`src/rtl/ring_counter_ext.sv`:
```
// Ring / Johnson counter with direction control, parallel load with legality check,
// and a position index that always tracks the counter pattern.
module ring_counter_ext #(
   parameter int WIDTH = 4,
   localparam int PW = $clog2(2 * WIDTH)
) (
   input  logic             clk,
   input  logic             rst,
   input  logic             en,
   input  logic             dir,
   input  logic             mode_in,
   input  logic             load,
   input  logic [WIDTH-1:0] load_val,
   output logic [WIDTH-1:0] count,
   output logic [PW-1:0]    pos,
   output logic             mode,
   output logic             wrap,
   output logic             load_err
);

   localparam logic [PW-1:0] RING_LAST = PW'(WIDTH - 1);
   localparam logic [PW-1:0] JOHN_LAST = PW'(2 * WIDTH - 1);
   localparam logic [PW-1:0] POS_ONE   = PW'(1);

   logic [WIDTH-1:0] count_q, count_d;
   logic [PW-1:0]    pos_q, pos_d;
   logic             mode_q, mode_d;
   logic             wrap_q, wrap_d;
   logic             err_q, err_d;

   function automatic logic [WIDTH-1:0] homeOf(input logic m);
      return m ? '0 : WIDTH'(1);
   endfunction

   // Ring needs exactly one set bit; Johnson needs a run of ones anchored at either end,
   // i.e. the value or its complement has the form 2^k-1.
   function automatic logic isLegal(input logic m, input logic [WIDTH-1:0] v);
      logic [WIDTH-1:0] nv;
      nv = ~v;
      if (!m) return (v != '0) && ((v & (v - WIDTH'(1))) == '0);
      return ((v & (v + WIDTH'(1))) == '0) || ((nv & (nv + WIDTH'(1))) == '0);
   endfunction

   function automatic logic [PW-1:0] posOf(input logic m, input logic [WIDTH-1:0] v);
      int ones;
      int idx;
      ones = 0;
      idx  = 0;
      for (int i = 0; i < WIDTH; i++) begin
         if (v[i]) begin
            ones = ones + 1;
            idx  = i;
         end
      end
      if (!m) return PW'(idx);
      if (v[WIDTH-1]) return PW'(ones);
      if (ones == 0) return '0;
      return PW'(2 * WIDTH - ones);
   endfunction

   always_comb begin
      count_d = count_q;
      pos_d   = pos_q;
      mode_d  = mode_q;
      wrap_d  = 1'b0;
      err_d   = 1'b0;
      if (load) begin
         if (isLegal(mode_in, load_val)) begin
            count_d = load_val;
            mode_d  = mode_in;
            pos_d   = posOf(mode_in, load_val);
         end else begin
            err_d = 1'b1;
         end
      end else if (en) begin
         if (!mode_q) begin
            if (!dir) begin
               count_d = {count_q[0], count_q[WIDTH-1:1]};
               pos_d   = (pos_q == '0) ? RING_LAST : pos_q - POS_ONE;
            end else begin
               count_d = {count_q[WIDTH-2:0], count_q[WIDTH-1]};
               pos_d   = (pos_q == RING_LAST) ? '0 : pos_q + POS_ONE;
            end
         end else begin
            if (!dir) begin
               count_d = {~count_q[0], count_q[WIDTH-1:1]};
               pos_d   = (pos_q == JOHN_LAST) ? '0 : pos_q + POS_ONE;
            end else begin
               count_d = {count_q[WIDTH-2:0], ~count_q[WIDTH-1]};
               pos_d   = (pos_q == '0) ? JOHN_LAST : pos_q - POS_ONE;
            end
         end
         wrap_d = (count_d == homeOf(mode_q));
      end
   end

   always_ff @(posedge clk) begin
      if (rst) begin
         mode_q  <= mode_in;
         count_q <= homeOf(mode_in);
         pos_q   <= '0;
         wrap_q  <= 1'b0;
         err_q   <= 1'b0;
      end else begin
         mode_q  <= mode_d;
         count_q <= count_d;
         pos_q   <= pos_d;
         wrap_q  <= wrap_d;
         err_q   <= err_d;
      end
   end

   assign count    = count_q;
   assign pos      = pos_q;
   assign mode     = mode_q;
   assign wrap     = wrap_q;
   assign load_err = err_q;

endmodule
```
`config.mk`:
```
export PLATFORM = sky130hd
export DESIGN_NAME = ring_counter_ext
export DESIGN_NICKNAME = d
export VERILOG_FILES = /design/src/rtl/ring_counter_ext.sv
export SDC_FILE = /design/constraint.sdc
export NUM_CORES = 1
export LEC_CHECK = 0
export ABC_AREA = 1
export CORE_ASPECT_RATIO = 0.8
export CORE_UTILIZATION = 48
export DETAILED_ROUTE_END_ITERATION = 7
export PLACE_DENSITY = 0.75
export SETUP_SLACK_MARGIN = 0.02
export SYNTH_ARGS = -nofsm -noshare
export SYNTH_HDL_FRONTEND = slang
export SYNTH_SLANG_ARGS = --single-unit
export TNS_END_PERCENT = 20
```
`constraint.sdc`:
```
create_clock -name clk -period 5.6 [get_ports clk]
set_clock_uncertainty 0.2 [all_clocks]
set_input_delay 0.56 -clock clk [delete_from_list [all_inputs] [get_ports clk]]
set_output_delay 0.56 -clock clk [all_outputs]
set_load 0.005 [all_outputs]
```
### After elaboration in Yosys (flattened, before gate mapping)

Index checks and enable logic that the tools add are counted.

* bits in registers: 10
* bits in latches: 0
* RAM bits: 0
* memory bits (read-only): 0
* output and inout bits: 10
* word-level logic and storage cells: 106
* memories kept: 0

* $add $sub $neg: 9
* multiply operators: 0
* div/mod/pow operators: 0
* order comparisons: 0
* equality and inequality tests: 5
* shifts and indexed selects: 0
* mux-type cells: 62
* bitwise logic cells: 8
* reduce and logical (&&, ||, !) cells: 17

Operator list (count)
* 32-bit 2-to-1 mux: 11
* 32-bit by 2-bit adder with 32-bit output (second input constant): 3
* 3-bit 2-to-1 mux: 18
* 4-bit 2-to-1 mux: 9
* 32-bit logical NOT: 1
* 1-bit 2-to-1 mux: 24
* 4-bit bitwise AND: 3
* 4-bit logical NOT: 3
* 4-bit by 1-bit adder with 4-bit output (second input constant): 2
* 2-bit AND reduction: 3
* 2-bit nonzero test: 3
* 4-bit by 1-bit == test with 1-bit output: 1
* 1-bit NOT: 4
* 4-bit NOT: 1
* 4-bit nonzero test: 1
* 4-bit by 1-bit subtractor with 4-bit output (second input constant): 1
* 3-bit by 1-bit adder with 3-bit output (second input constant): 1
* 3-bit by 2-bit == test with 1-bit output (second input constant): 1
* 3-bit == test (second input constant): 1
* 3-bit logical NOT: 1
* 3-bit by 2-bit != test with 1-bit output (second input constant): 1
* 3-bit nonzero test: 1
* 3-bit OR reduction: 1
* 1-bit by 3-bit subtractor with 3-bit output (first input constant): 1
* other kinds (5): 5

### Longest topological paths before layout

* depth after elaboration: 32
* mapped depth: 17
* depth with buffers taken out: 17

### Worst setup path before layout

Ideal clock, no wire load.

* kind: input to register
* start point: input load_val[0]
* end point: register pos_q[1] (netlist: pos[1])
* library setup time: 0.115 ns
* arrival: 1.967 ns
* data required time: 5.285 ns
* slack: 3.318 ns
* stages: 13
* buffers on the path: 0
* cell sequence: inv_1 -> ha_1 -> inv_1 -> nand2_1 -> nand2_1 -> xor2_1 -> ha_1 -> a21oi_1 -> nand2_1 -> nand2_1 -> nand2_1 -> a21oi_1 -> nor2_1

* longest elaborated chain between the ends: 26
* elaborated cells on any way between the ends: 47
* classes of those cells: 7 x add/sub; 1 x eq/ne; 27 x mux; 4 x bitwise; 8 x reduce/logical

RTL lines
* from (decl): RTL line 13 `input logic [WIDTH-1:0] load_val,`
* 1-bit 2-to-1 mux: RTL line 50 `if (v[i]) begin`
* 32-bit 2-to-1 mux: RTL line 68 `if (isLegal(mode_in, load_val)) begin`
* 32-bit 2-to-1 mux: RTL line 67 `if (load) begin`
* 32-bit by 2-bit adder with 32-bit output: RTL line 51 `ones = ones + 1;`
* 32-bit 2-to-1 mux: RTL line 50
* 32-bit 2-to-1 mux: RTL line 68
* 32-bit 2-to-1 mux: RTL line 67
* 32-bit by 2-bit adder with 32-bit output: RTL line 51
* (+10 left out)
* 1-bit 2-to-1 mux: RTL line 56 `if (v[WIDTH-1]) return PW'(ones);`
* 1-bit 2-to-1 mux: RTL line 68
* 1-bit 2-to-1 mux: RTL line 67
* 3-bit 2-to-1 mux: RTL line 58 `return PW'(2 * WIDTH - ones);`
* 3-bit 2-to-1 mux: RTL line 57 `if (ones == 0) return '0;`
* 3-bit 2-to-1 mux: RTL line 56
* 3-bit 2-to-1 mux: RTL line 68
* 3-bit 2-to-1 mux: RTL line 67
* to (signal assigned): RTL line 107 `pos_q <= pos_d;`
* to (decl): RTL line 26 `logic [PW-1:0] pos_q, pos_d;`

Several ways; a longest one is shown, not always the timed one. The select of a mux whose other input is x is not followed.
A chain may end at the register's enable or synchronous reset.

### Final worst setup path

* start point: input load_val[1]
* end point: register pos_q[1] (netlist: pos[1])

* longest elaborated chain between the ends: 22
* elaborated cells on any way between the ends: 43
* classes of those cells: 6 x add/sub; 1 x eq/ne; 24 x mux; 4 x bitwise; 8 x reduce/logical

RTL lines (RTL line)
* 32-bit 2-to-1 mux: 50
* 32-bit 2-to-1 mux: 68
* 32-bit 2-to-1 mux: 67
* 32-bit by 2-bit adder with 32-bit output: 51
* 32-bit 2-to-1 mux: 50
* 32-bit 2-to-1 mux: 68
* 32-bit 2-to-1 mux: 67
* 32-bit by 2-bit adder with 32-bit output: 51
* (+6 left out)
* 1-bit 2-to-1 mux: 56
* 1-bit 2-to-1 mux: 68
* 1-bit 2-to-1 mux: 67
* 3-bit 2-to-1 mux: 58
* 3-bit 2-to-1 mux: 57
* 3-bit 2-to-1 mux: 56
* 3-bit 2-to-1 mux: 68
* 3-bit 2-to-1 mux: 67

Several ways; a longest one is shown, not always the timed one. The select of a mux whose other input is x is not followed.

==> flow_summary.yaml <==
setup_path:
  path_class: "input port to flip-flop"
  setup.worst_path.end_class: "flip-flop"
  r2r_cells: 11
  worstPathArrival_ns: 2.85
  cp-start-kind: "input port"
  cp-startpoint: "load_val[1]"
  r2r-start: "pos[0]"
  critPathMaxFanout: 7
  worstPathRequired_ns: 5.56
logic_synthesis:
  avgSynthCellArea_um2: 6.369
  yosysMostFrequentCell: "nand2_1"
  synth_top_area_cell: "nand2_1"
  synthTopCellsByCount: "nand2_1 (57), inv_1 (23), nor2_1 (16)"
  synth_area_leaders: "nand2_1 (20%), ha_1 (15%), edfxtp_1 (14%)"
  yosysUniqueCellTypes: 24
  synth_edf_count: 5
  async_reset_ff_share_pct: 0
  ys_ff_latch: 10
  ys.flop_type: "edfxtp_1"
  yosysSeqAreaShare_pct: 23.67
  synth_top_cell_area_share_pct: 20.24
  ys.warnings.count: 0
  netlist_area_um2: 1057
  syn_nets: 189
  synthCells: 166
timing:
  drv_slew: 0
  min_period_over_period_pct: 51.74
  period_minus_slack_ns: 2.898
  tightest_slew_ns: 0.3316
  final-hold-violation-count: 0
  finalSetupViolations: 0
  max_freq_mhz: 345.1
  rsz0062_at_grt: "false"
  finalSetupTns_ns: 0
  max-slew-margin-rel_pct: 77.82
cts:
  ctsHoldBuffers: 0
  clk_pin_slew_ns: 0.06
  root_buffer: "clkbuf_4"
  cts-buffers-inserted: 3
  clock_latency_ns: 0.27
  clk_path_buf_depth: 2
  tritoncts: "built"
  post-cts-setup-buffers: 0
  htreeDepth: 1
  cts_resized: 0
  clkSinkCount: 10
floorplan:
  boundaryPins: 20
  dieArea_um2: 2395
  start_util_pct: 53.41
  fp.coreArea_um2: 1979
  rows: 14
  die_y_um: 43.98
  die_w_um: 54.47
pwr:
  power_mw: 0.2467
  power.switching_mw: 0.08997
  switching_share_pct: 36.47
  ir_drop_v: 0.0001405
  combPwrFrac_pct: 41.2
  p_seq_share_pct: 37.5
  internal-power_mw: 0.1567
  power_per_cell_area_nw_per_um2: 191.8
  leakage_nw: 0.6745
  pwr-share-clk_pct: 21.3
drt:
  via_count: 1086
  wire_per_inst_um: 11.33
  via_per_inst: 5.171
  final_antenna_net_count: 0
  remaining_drc_errors: 0
  drtPass1Iterations: 4
  wl_um: 2379
  drtIter0Drc: 25
global_routing:
  grt_pass1_wl_um: 4257
  antenna_found_initial: 0
  grt_max_degree: 11
  grt_pass1_vias: 992
  overflow: 0
  grtUsageTotal_pct: 24.15
flow_run:
  timing.max_cap.violations: 0
worst_hold_path:
  hold_class: "flip-flop to flip-flop"
  min_from: "pos[1]"
  holdPathStages: 4
finish:
  fin_nets: 210
  area_growth_pct: 21.66
  diodes: 0
  layout-drive-gt1-share_pct: 5.376
  fill_cells: 182
place:
  dpl.hpwl_um: 1977
  io_buffers: 19
  place_congestion: 0.8843
status:
  outcome: "finished, final reports clean"
[sequential cells by signal (all words and copies together), names as in the netlist]
signal	flops
count	4
pos	3
load_err	1
mode	1
wrap	1
[path summary, 6_finish.rpt]
kind	endpoint	slack, ns
worst max-delay path	pos[1]	2.70
worst min register to register	pos[1]	0.45
worst min-delay path	pos[1]	0.45
worst max register to register	pos[2]	3.86
[final cells by class]
type	instances	area, µm²	share of cell area (%)
Multi-Input combinational cell	128	695.7	54.09
Inverter	25	93.84	7.296
Clock inverter	1	3.754	0.2918
Timing Repair Buffer	19	190.2	14.79
Tap cell	24	30.03	2.335
Clock buffer	3	22.52	1.751
Sequential cell	10	250.2	19.46
[placed cells by master, fill, tap and decap left out, types with 5 or more instances in the layout]
cell / n
ha_1: 13
edfxtp_1: 5
inv_1: 23
dfxtp_1: 5
clkdlybuf4s50_1: 19
o21ai_0: 6
nor2_1: 16
nand3_1: 12
nand2_1: 57
a21oi_1: 5
[power groups by stage]
stage | sequential [mW] | combinational, mW | clock (mW)
after floorplan | 0.0924 | 0.0663 | 0
after global placement | 0.0939 | 0.0989 | 0
after detailed placement | 0.0940 | 0.101 | 0
after CTS | 0.0924 | 0.102 | 0.0534
after global routing | 0.0935 | 0.118 | 0.0577
final | 0.0925 | 0.102 | 0.0525
[metal layers]
layer / wire, µm / global-route usage (%) / vias up / share of wire (%)
li1: - / - / 572 / -
met1: 1156 / 34.24 / 484 / 49
met2: 1087 / 38.05 / 30 / 46
met3: 135 / 6.316 / 0 / 5.7
met4: 0 / 1.538 / 0 / 0
met5: 0 / 0 / - / 0
[cell families after synthesis]
kind of cell	share of synthesized area, %
mux	0.9468
buf+inv	10.53
xor+xnor	3.314
flops	23.67
compound gates	10.06
fa+ha+maj	15.38
simple gates	36.10
[critical path, cell delays in order]
cell             delay (ns)
clkdlybuf4s50_1        0.61
inv_1                  0.16
ha_1                   0.34
inv_1                  0.08
nand2_1                0.05
nand2_1                0.10
xor2_1                 0.21
ha_1                   0.26
a21oi_1                0.15
nand2_1                0.07
nand2_1                0.05
nand2_1                0.04
a21oi_1                0.11
nor2_1                 0.06
[stage by stage]
step                area (µm²)  hold slack, ns  setup slack, ns  utilization [%]  instances
floorplan                 1057          0.3940            3.318                -        166
global placement          1260          0.4232            2.549            63.65        206
detailed placement        1260          0.4529            2.448            63.65        206
CTS                       1286          0.4637            2.724            64.98        210
global route              1286          0.5011            2.485            64.98        210
finish                    1286          0.4508            2.702            64.98        210
Note: power is estimated with default switching activity, not from simulation.
